<file path="config.mk">
export PLATFORM = sky130hd
export DESIGN_NAME = serial_audio_clock_master
export DESIGN_NICKNAME = d
export VERILOG_FILES = /design/src/rtl/serial_audio_clock_master.sv
export SDC_FILE = /design/constraint.sdc
export NUM_CORES = 1
export LEC_CHECK = 0
export CELL_PAD_IN_SITES_DETAIL_PLACEMENT = 1
export CELL_PAD_IN_SITES_GLOBAL_PLACEMENT = 1
export CORE_UTILIZATION = 47
export DETAILED_ROUTE_END_ITERATION = 10
export PLACE_DENSITY = 0.95
export SLEW_MARGIN = 20
export SYNTH_ARGS = -nofsm -noshare
export SYNTH_HDL_FRONTEND = slang
export SYNTH_SLANG_ARGS = --single-unit
</file>
<file path="constraint.sdc">
create_clock -name clk128 -period 5.4 [get_ports clk128]
set_clock_uncertainty 0.2 [all_clocks]
set_input_delay 0.81 -clock clk128 [delete_from_list [all_inputs] [get_ports clk128]]
set_output_delay 0.81 -clock clk128 [all_outputs]
set_load 0.1 [all_outputs]
</file>
<file path="src/rtl/serial_audio_clock_master.sv">
// Master-mode sclk/lrclk generator and bit sequencer for the serial audio path.
// Configuration is latched at start-up and at each frame wrap so that the
// decoder/serializer only ever see a change on a frame boundary.
module serial_audio_clock_master #(
  parameter int unsigned START_HOLDOFF = 16
) (
  input  logic       clk128,
  input  logic       reset,
  input  logic       enable,
  input  logic       bits_32,
  input  logic       is_i2s,
  input  logic       lrclk_polarity,
  output logic       sclk,
  output logic       lrclk,
  output logic       bit_strobe,
  output logic       frame_start,
  output logic       is_left,
  output logic [4:0] bit_index,
  output logic       busy,
  output logic       cfg_bits_32,
  output logic       cfg_is_i2s,
  output logic       cfg_lrclk_polarity
);

  typedef enum logic [1:0] {
    S_IDLE,
    S_HOLDOFF,
    S_RUN
  } state_t;

  localparam logic [7:0] HOLD_LAST = 8'(START_HOLDOFF - 1);

  state_t     state, state_nxt;
  logic [6:0] phase, phase_nxt;
  logic [7:0] hold_cnt, hold_cnt_nxt;
  logic       cfg_bits_32_nxt, cfg_is_i2s_nxt, cfg_pol_nxt;

  logic       sclk_d, lrclk_d, bit_strobe_d, frame_start_d, is_left_d, busy_d;
  logic [4:0] bit_index_d;
  logic [6:0] lead_phase;
  logic [7:0] hold_thresh;

  // State, phase, holdoff counter and latched configuration
  always_ff @(posedge clk128 or posedge reset) begin
    if (reset) begin
      state              <= S_IDLE;
      phase              <= '0;
      hold_cnt           <= '0;
      cfg_bits_32        <= 1'b0;
      cfg_is_i2s         <= 1'b0;
      cfg_lrclk_polarity <= 1'b0;
    end else begin
      state              <= state_nxt;
      phase              <= phase_nxt;
      hold_cnt           <= hold_cnt_nxt;
      cfg_bits_32        <= cfg_bits_32_nxt;
      cfg_is_i2s         <= cfg_is_i2s_nxt;
      cfg_lrclk_polarity <= cfg_pol_nxt;
    end
  end

  // Next-state: holdoff count, phase advance, stop only at end of frame
  always_comb begin
    state_nxt       = state;
    phase_nxt       = phase;
    hold_cnt_nxt    = hold_cnt;
    cfg_bits_32_nxt = cfg_bits_32;
    cfg_is_i2s_nxt  = cfg_is_i2s;
    cfg_pol_nxt     = cfg_lrclk_polarity;
    unique case (state)
      S_IDLE: begin
        phase_nxt = '0;
        if (enable) begin
          state_nxt       = S_HOLDOFF;
          hold_cnt_nxt    = '0;
          cfg_bits_32_nxt = bits_32;
          cfg_is_i2s_nxt  = is_i2s;
          cfg_pol_nxt     = lrclk_polarity;
        end
      end
      S_HOLDOFF: begin
        if (!enable) begin
          state_nxt = S_IDLE;
        end else if (hold_cnt == HOLD_LAST) begin
          state_nxt = S_RUN;
          phase_nxt = '0;
        end else begin
          hold_cnt_nxt = hold_cnt + 8'd1;
        end
      end
      S_RUN: begin
        if (phase == 7'd127) begin
          phase_nxt = '0;
          if (!enable) begin
            state_nxt = S_IDLE;
          end else begin
            cfg_bits_32_nxt = bits_32;
            cfg_is_i2s_nxt  = is_i2s;
            cfg_pol_nxt     = lrclk_polarity;
          end
        end else begin
          phase_nxt = phase + 7'd1;
        end
      end
      default: state_nxt = S_IDLE;
    endcase
  end

  // Output decode from next-state values so registered outputs track phase with no lag
  always_comb begin
    sclk_d        = 1'b0;
    lrclk_d       = ~cfg_pol_nxt;
    bit_strobe_d  = 1'b0;
    frame_start_d = 1'b0;
    is_left_d     = 1'b0;
    bit_index_d   = '0;
    busy_d        = (state_nxt != S_IDLE);
    lead_phase    = phase_nxt + (cfg_bits_32_nxt ? 7'd2 : 7'd4);
    hold_thresh   = cfg_bits_32_nxt ? 8'(START_HOLDOFF - 2) : 8'(START_HOLDOFF - 4);
    if (state_nxt == S_RUN) begin
      sclk_d        = cfg_bits_32_nxt ? phase_nxt[0] : phase_nxt[1];
      bit_index_d   = cfg_bits_32_nxt ? phase_nxt[5:1] : {1'b0, phase_nxt[5:2]};
      bit_strobe_d  = cfg_bits_32_nxt ? ~phase_nxt[0] : (phase_nxt[1:0] == 2'b00);
      frame_start_d = (phase_nxt == 7'd0);
      is_left_d     = ~phase_nxt[6];
      lrclk_d       = (cfg_is_i2s_nxt ? lead_phase[6] : phase_nxt[6]) ^ cfg_pol_nxt;
    end else if (state_nxt == S_HOLDOFF && cfg_is_i2s_nxt && hold_cnt_nxt >= hold_thresh) begin
      // I2S: lrclk moves to the left level one sclk period before the first frame
      lrclk_d = cfg_pol_nxt;
    end
  end

  // Output registers
  always_ff @(posedge clk128 or posedge reset) begin
    if (reset) begin
      sclk        <= 1'b0;
      lrclk       <= 1'b1;
      bit_strobe  <= 1'b0;
      frame_start <= 1'b0;
      is_left     <= 1'b0;
      bit_index   <= '0;
      busy        <= 1'b0;
    end else begin
      sclk        <= sclk_d;
      lrclk       <= lrclk_d;
      bit_strobe  <= bit_strobe_d;
      frame_start <= frame_start_d;
      is_left     <= is_left_d;
      bit_index   <= bit_index_d;
      busy        <= busy_d;
    end
  end

endmodule

</file>
==> summary.md, run 1 <==
| Metric | Value |
|---|---|
| Outcome | finished, final reports clean |
| Post-place setup slack | 1120 ps |
| Post-DP HPWL | 3.70 mm |
| Maximum VDD drop | 0.000218 V |
| Leakage | 0.883 nW |
| Input/output buffers | 19 |
| Flops & latches, synth | 31 |
| Resized cells post-CTS | 0 |
| Largest delay share family, worst path | simple AND/OR/NAND/NOR gates |
| Max Freq | 253 MHz |
| Final Hold Slack | 427 ps |
| Post-Layout Cell Count | 237 |
| Stages on the worst setup path | 10 |
| Sequential Power Share | 42.2% |
| Syn_nets | 176 |
| Clock share of power | 39.4% |
| Part of the cycle the worst path needs | 73.1% |
| Final setup fails | 0 |
| Async SR Flop Fraction | 100% |
| Slew Viols, Final | 0 |
| Crit end category | register |
| Row cnt | 21 |
| Post-synthesis sequential area ratio | 44.8% |
| Worst-Margin Slew | 1010 ps |
| Max FO, Critical Path | 16 |
| Routed length per instance | 21.6 µm |
| Critical path origin | enable |
| GRT overflow | 0 |
| Number of global-route vias before repair | 1618 |
| CTS H-tree depth | 2 |
| Critical path data arrival time | 3960 ps |
| RSZ-0062 raised after global routing | no |
| Worst-path clk slew | 70 ps |
| Cell Pwr Density | 291 nW/µm² |
| WP buf/inv | 2 |
| RR Endpoint | lrclk |
| Iteration-0 DRC Markers | 82 |
| Clock root cell | clkbuf_8 |
| Post-route ant nets | 0 |
| Worst min path class | register to register |
| Slowest cell on crit path | clkdlybuf4s50_1 |
| Largest net degree at the start of global routing | 32 |
| DIE HEIGHT | 62.8 µm |
| Max-Cap Viols | 0 |
| Mapped cell area | 1740 µm² |
| Logic pwr share | 18.4% |
| Req. time, crit path | 5410 ps |
| Final worst path period need | 3950 ps |
| Remaining DRCs | 0 |
| Internal power | 0.425 mW |
| Final wirelength | 5.12 mm |
| Hold_buf cts | 0 |
| Max Root-Sink Buffers | 2 |
| DRT Pass-1 Iters | 4 |
| # nets final | 200 |
| Yosys warns | 0 |
| First-pass GRT wire length | 8.52 mm |
| Synth top area cells | dfrtp_1 (43%), nand2_1 (4.8%), ha_1 (2.9%) |
| Crit path launch type | primary input |
| CTS Buf Count | 5 |
| Yosys top cell by area | dfrtp_1 |
| Final setup margin | 1450 ps |
| Post-synth EDFFs | 0 |
| CP peak stage delay | 640 ps |
| Synth Flop Type | dfrtp_1 |
| Worst Setup EP | lrclk |
| Switching Fraction | 30.1% |
| Diodes inserted | 0 |
| Total Die Area | 3940 µm² |
| Slack of the worst reg-to-reg path | 2020 ps |
| Critical path, cell by cell | clkdlybuf4s50_1 > nand2b_1 > o22ai_4 > mux2_4 > inv_1 > ha_1 > o211ai_1 > or4_4 > o211ai_2 > xnor2_1 |
| Gate Count Post-Synth | 166 |
| R2R cell count | 10 |
| Clock Latency Late Sink | 290 ps |
| Vias/cell | 6.25 |
| Hold Vio Cnt, Final | 0 |
| CTS tree | built |
| Gr usage total | 29.5% |
| Initial antenna violation count | 0 |
| Area Growth Syn to Fin | 20.3% |
| Setup TNS | 0 ps |
| Vias post-DR | 1481 |
| CTS Sinks | 31 |
| Syn_area_per_cell | 10.5 µm² |
| Core area | 3440 µm² |
| Share of layout cells above drive strength 1 | 16.8% |
| Number of distinct library cells after synthesis | 54 |
| Net Switching | 0.182 mW |
| I/O pin count | 20 |
| Setup Fix Bufs, Post-CTS | 0 |
| Inst Count DP | 229 |
| Final Core Density | 60.7% |
| Launch point of the worst reg-to-reg path | hold_cnt[0] |
| Relative slew slack | 32.2% |
| GP Congestion | 0.867 |
| Starting Density | 50.4% |
| WS Path Type | primary input to register |
| Die Span X | 62.8 µm |
| Yosys top cell area share | 43.3% |
[power groups by stage]
stage | registers [mW] | logic (mW) | clock network, mW
finish | 0.256 | 0.112 | 0.239
global route | 0.258 | 0.118 | 0.252
CTS | 0.256 | 0.112 | 0.243
detailed placement | 0.261 | 0.111 | 0
global placement | 0.258 | 0.104 | 0
floorplan | 0.295 | 0.0437 | 0
[cell families after synthesis]
family                   count (synthesis)  synth area share, %
AND/OR/NAND/NOR                         68                 23.0
AO/OA/AOI/OAI                           44                 22.0
flip-flops                              31                 44.8
buffers and inverters                   12                 3.10
multiplexers                             4                 2.74
adder cells (fa/ha/maj)                  4                 2.88
XOR/XNOR                                 3                 1.51
[per-stage QoR]
step	total power [mW]	area, µm²
6_report	0.607	2090
5_1_grt	0.628	2090
4_1_cts	0.611	2090
3_5_place_dp	0.372	1970
3_3_place_gp	0.362	1970
2_1_floorplan	0.339	1740
[cells in the mapped netlist (4+ instances only)]
cell type,count
o21ai_0,6
nand2_1,22
a21oi_1,8
nor2_1,10
nand3_1,7
inv_1,9
nor3_1,4
ha_1,4
dfrtp_1,30
[final cells by class]
cell class	instances	area [µm²]
flip-flops and latches	31	777
well taps	46	57.6
clock inverters	2	35.0
clock buffers	6	82.6
multi-input cells	123	905
fillers	383	1350
repair buffers	20	198
inverters	9	33.8
[worst min-delay path by stage]
| stage | depth (start not counted) | endpoint | from | slack, ps |
|---|---|---|---|---|
| 5_1_grt | 1 | phase[1] | phase[1] | 450 |
| 3_3_place_gp | 1 | cfg_lrclk_polarity | cfg_lrclk_polarity | 330 |
| 4_1_cts | 1 | cfg_is_i2s | cfg_is_i2s | 420 |
| 6_report | 1 | cfg_bits_32 | cfg_bits_32 | 430 |
| 2_1_floorplan | 1 | phase[1] | phase[1] | 360 |
| 3_5_place_dp | 1 | cfg_is_i2s | cfg_is_i2s | 410 |
[layout by cell type (no fill, tap or decap), types with 3 or more instances in the layout]
cell type	count
a211oi_1	3
nand3_1	7
clkdlybuf4s50_1	19
nor3_1	4
inv_1	9
ha_1	4
a21oi_1	8
and3_1	3
clkbuf_8	6
o211ai_2	3
o21ai_0	6
nor2_1	10
dfrtp_1	30
nand2_1	22
or4_4	3
nand4_1	3
[per-layer routing]
| metal | wire (µm) | GRT usage (%) | vias up |
|---|---|---|---|
| met5 | 0 | 0 | - |
| met4 | 288 | 19.5 | 0 |
| met3 | 198 | 6.57 | 25 |
| met2 | 2640 | 50.4 | 43 |
| met1 | 1990 | 32.8 | 744 |
| li1 | - | - | 669 |
[state kept, by name, summed over array words and instances, names as in the netlist]
register	flops
bit_index	5
bit_strobe	1
busy	1
cfg_bits_32	1
cfg_is_i2s	1
cfg_lrclk_polarity	1
frame_start	1
hold_cnt	8
is_left	1
lrclk	1
phase	7
sclk	1
state	2
No activity file was read; power rests on OpenSTA's default activity.
==> run 2: changes to the inputs <==
Settings changed: CORE_UTILIZATION 47 to 43, PLACE_DENSITY 0.95 to 0.89.
Clock period 5.4 ns to 3.98 ns, I/O delays scaled along.
==> run 2 against run 1 <==
Compared with the run above: via count decreased by 2.4%; wire length decreased by 8.5%; total power grew 31%; first-iteration DRC count decreased by 4.9%; combinational power rose by 33%; flip-flop and latch count did not move; critical path depth unchanged; setup slack got worse by 870 ps; sequential share of layout area about the same; global-route usage decreased by 4.3 points; die area up 9.0%; sequential power grew 35%; critical endpoint unchanged; largest cell class unchanged; largest power group unchanged.
==> summary.md, run 2 (synthesis gave the netlist of run 1 again) <==
| Metric | Value |
|---|---|
| HP Start | cfg_lrclk_polarity |
| Req. time, crit path | 3990 ps |
| RSZ-0062 raised after global routing | no |
| CTS H-tree depth | 2 |
| Core area | 3770 µm² |
| Clock Latency Late Sink | 280 ps |
| Diodes inserted | 0 |
| Max Freq | 294 MHz |
| Most frequent cells in the layout | dfrtp_1 (30), nand2_1 (22), clkdlybuf4s50_1 (19) |
| Net Switching | 0.235 mW |
| GRT overflow | 0 |
| DRT Pass-1 Iters | 4 |
| Post-placement cell area | 1980 µm² |
| WP buf/inv | 1 |
| Routed length per instance | 19.5 µm |
| Input/output buffers | 19 |
| Setup TNS | 0 ps |
| Switching Fraction | 29.5% |
| Leakage | 0.879 nW |
| Slowest cell on crit path | clkdlybuf4s50_1 |
| Vias/cell | 6.02 |
| Row cnt | 22 |
| Largest register FFs | 8 |
| Internal power | 0.561 mW |
| Critical path data arrival time | 3410 ps |
| Maximum VDD drop | 0.000240 V |
| Commonest non-fill, non-tap cell in the layout | dfrtp_1 |
| Largest delay share family, worst path | compound AO/OA/AOI/OAI gates |
| Sequential Power Share | 43.5% |
| Reg area | 777 µm² |
| Initial antenna violation count | 0 |
| Hold Vio Cnt, Final | 0 |
| Post-DP HPWL | 3.46 mm |
| Reg with most FFs | hold_cnt |
| Clock root cell | clkbuf_8 |
| Power Total | 0.796 mW |
| Resized cells post-CTS | 0 |
| Largest net degree at the start of global routing | 32 |
| Cell Pwr Density | 381 nW/µm² |
| Launch point of the worst reg-to-reg path | hold_cnt[0] |
| Max Root-Sink Buffers | 2 |
| DIE HEIGHT | 65.5 µm |
| Post-route ant nets | 0 |
| Area Growth Syn to Fin | 20.3% |
| Final setup fails | 0 |
| R2R cell count | 10 |
| WHS Endpoint | cfg_lrclk_polarity |
| CTS tree | built |
| Critical path, cell by cell | clkdlybuf4s50_1 > nor2b_1 > a31oi_1 > o21ai_0 > o21ai_0 > ha_1 > o211ai_1 > or4_4 > o211ai_2 > xnor2_1 |
| Worst Hold Depth | 1 |
| Remaining DRCs | 0 |
| Die Span X | 65.5 µm |
| Starting Density | 46.0% |
| Clock share of power | 37.8% |
| Crit end category | register |
| Max FO, Critical Path | 8 |
| Worst min path class | register to register |
| GP Congestion | 0.827 |
| Total Die Area | 4290 µm² |
| Iteration-0 DRC Markers | 78 |
| Number of global-route vias before repair | 1563 |
| Relative slew slack | 32.6% |
| Share of layout cells above drive strength 1 | 16.1% |
| I/O pin count | 20 |
| Worst-path clk slew | 60 ps |
| Slew Viols, Final | 0 |
| Final worst path period need | 3400 ps |
| # nets final | 201 |
| CP peak stage delay | 660 ps |
| Vias post-DR | 1445 |
| Crit path launch type | primary input |
| Slack of the worst reg-to-reg path | 750 ps |
| Worst-Margin Slew | 1010 ps |
| First-pass GRT wire length | 7.85 mm |
| Outcome | finished, final reports clean |
| CTS Buf Count | 5 |
| Gr usage total | 25.2% |
| Multi-input logic area | 905 µm² |
| Final wirelength | 4.68 mm |
| Regs by FF count | hold_cnt (8), phase (7), bit_index (5) |
| Part of the cycle the worst path needs | 85.3% |
| Hold_buf cts | 0 |
| Logic pwr share | 18.7% |
| Max-Cap Viols | 0 |
| RR Endpoint | lrclk |
| Design area | 2090 µm² |
| Fillers | 416 |
| Setup Fix Bufs, Post-CTS | 0 |
| Worst path most repeated cell | o21ai_0 |
| WS Path Type | primary input to register |
| CTS Sinks | 31 |
run 2: cell count changes in the layout (fill, tap and decap cells not counted), sizes merged:
cell    change
buf         +1
clkinv      -1
clkbuf      +1
run 2: cell type report:
type,instances,share of cell area [%]
Clock buffer,7,3.66
Clock inverter,1,1.44
Inverter,9,1.62
Multi-Input combinational cell,123,43.3
Sequential cell,31,37.2
Tap cell,48,2.88
Timing Repair Buffer,21,9.83
run 2: layer usage:
metal / vias up / track usage, % / routed length (µm)
li1: 674 / - / -
met1: 732 / 28.0 / 1880
met2: 26 / 44.1 / 2540
met3: 13 / 6.42 / 120
met4: 0 / 12.5 / 137
met5: - / 0 / 0
run 2: how the worst max path moves through the flow:
| stage | from | to | slack, ps | cells past startpoint |
|---|---|---|---|---|
| after floorplan | hold_cnt[4] | lrclk | 1120 | 12 |
| after CTS | enable | lrclk | 620 | 10 |
| after global routing | enable | lrclk | 380 | 10 |
| after detailed placement | enable | lrclk | 330 | 10 |
| final | enable | lrclk | 580 | 10 |
| after global placement | enable | lrclk | 480 | 10 |
run 2: worst reg2reg max path, delay by kind of cell, from the launching register on:
kind | cells | cell delay [ps]
fa+ha+maj | 2 | 560
flops | 1 | 450
simple gates | 2 | 770
xor+xnor | 1 | 130
compound gates | 5 | 1050
run 2: power groups by stage:
stage | combinational (mW) | clock [mW] | sequential (mW)
after floorplan | 0.0593 | 0 | 0.400
after global placement | 0.144 | 0 | 0.350
after CTS | 0.151 | 0.310 | 0.346
after global routing | 0.160 | 0.327 | 0.348
final | 0.149 | 0.301 | 0.346
after detailed placement | 0.150 | 0 | 0.352
run 2: stage by stage:
step	utilization, %	setup slack, ps	hold slack (ps)	instances
global route	55.3	383	366	240
floorplan	-	1120	357	166
CTS	55.3	625	354	240
detailed placement	52.5	331	340	232
finish	55.3	584	358	240
global placement	52.5	483	322	232
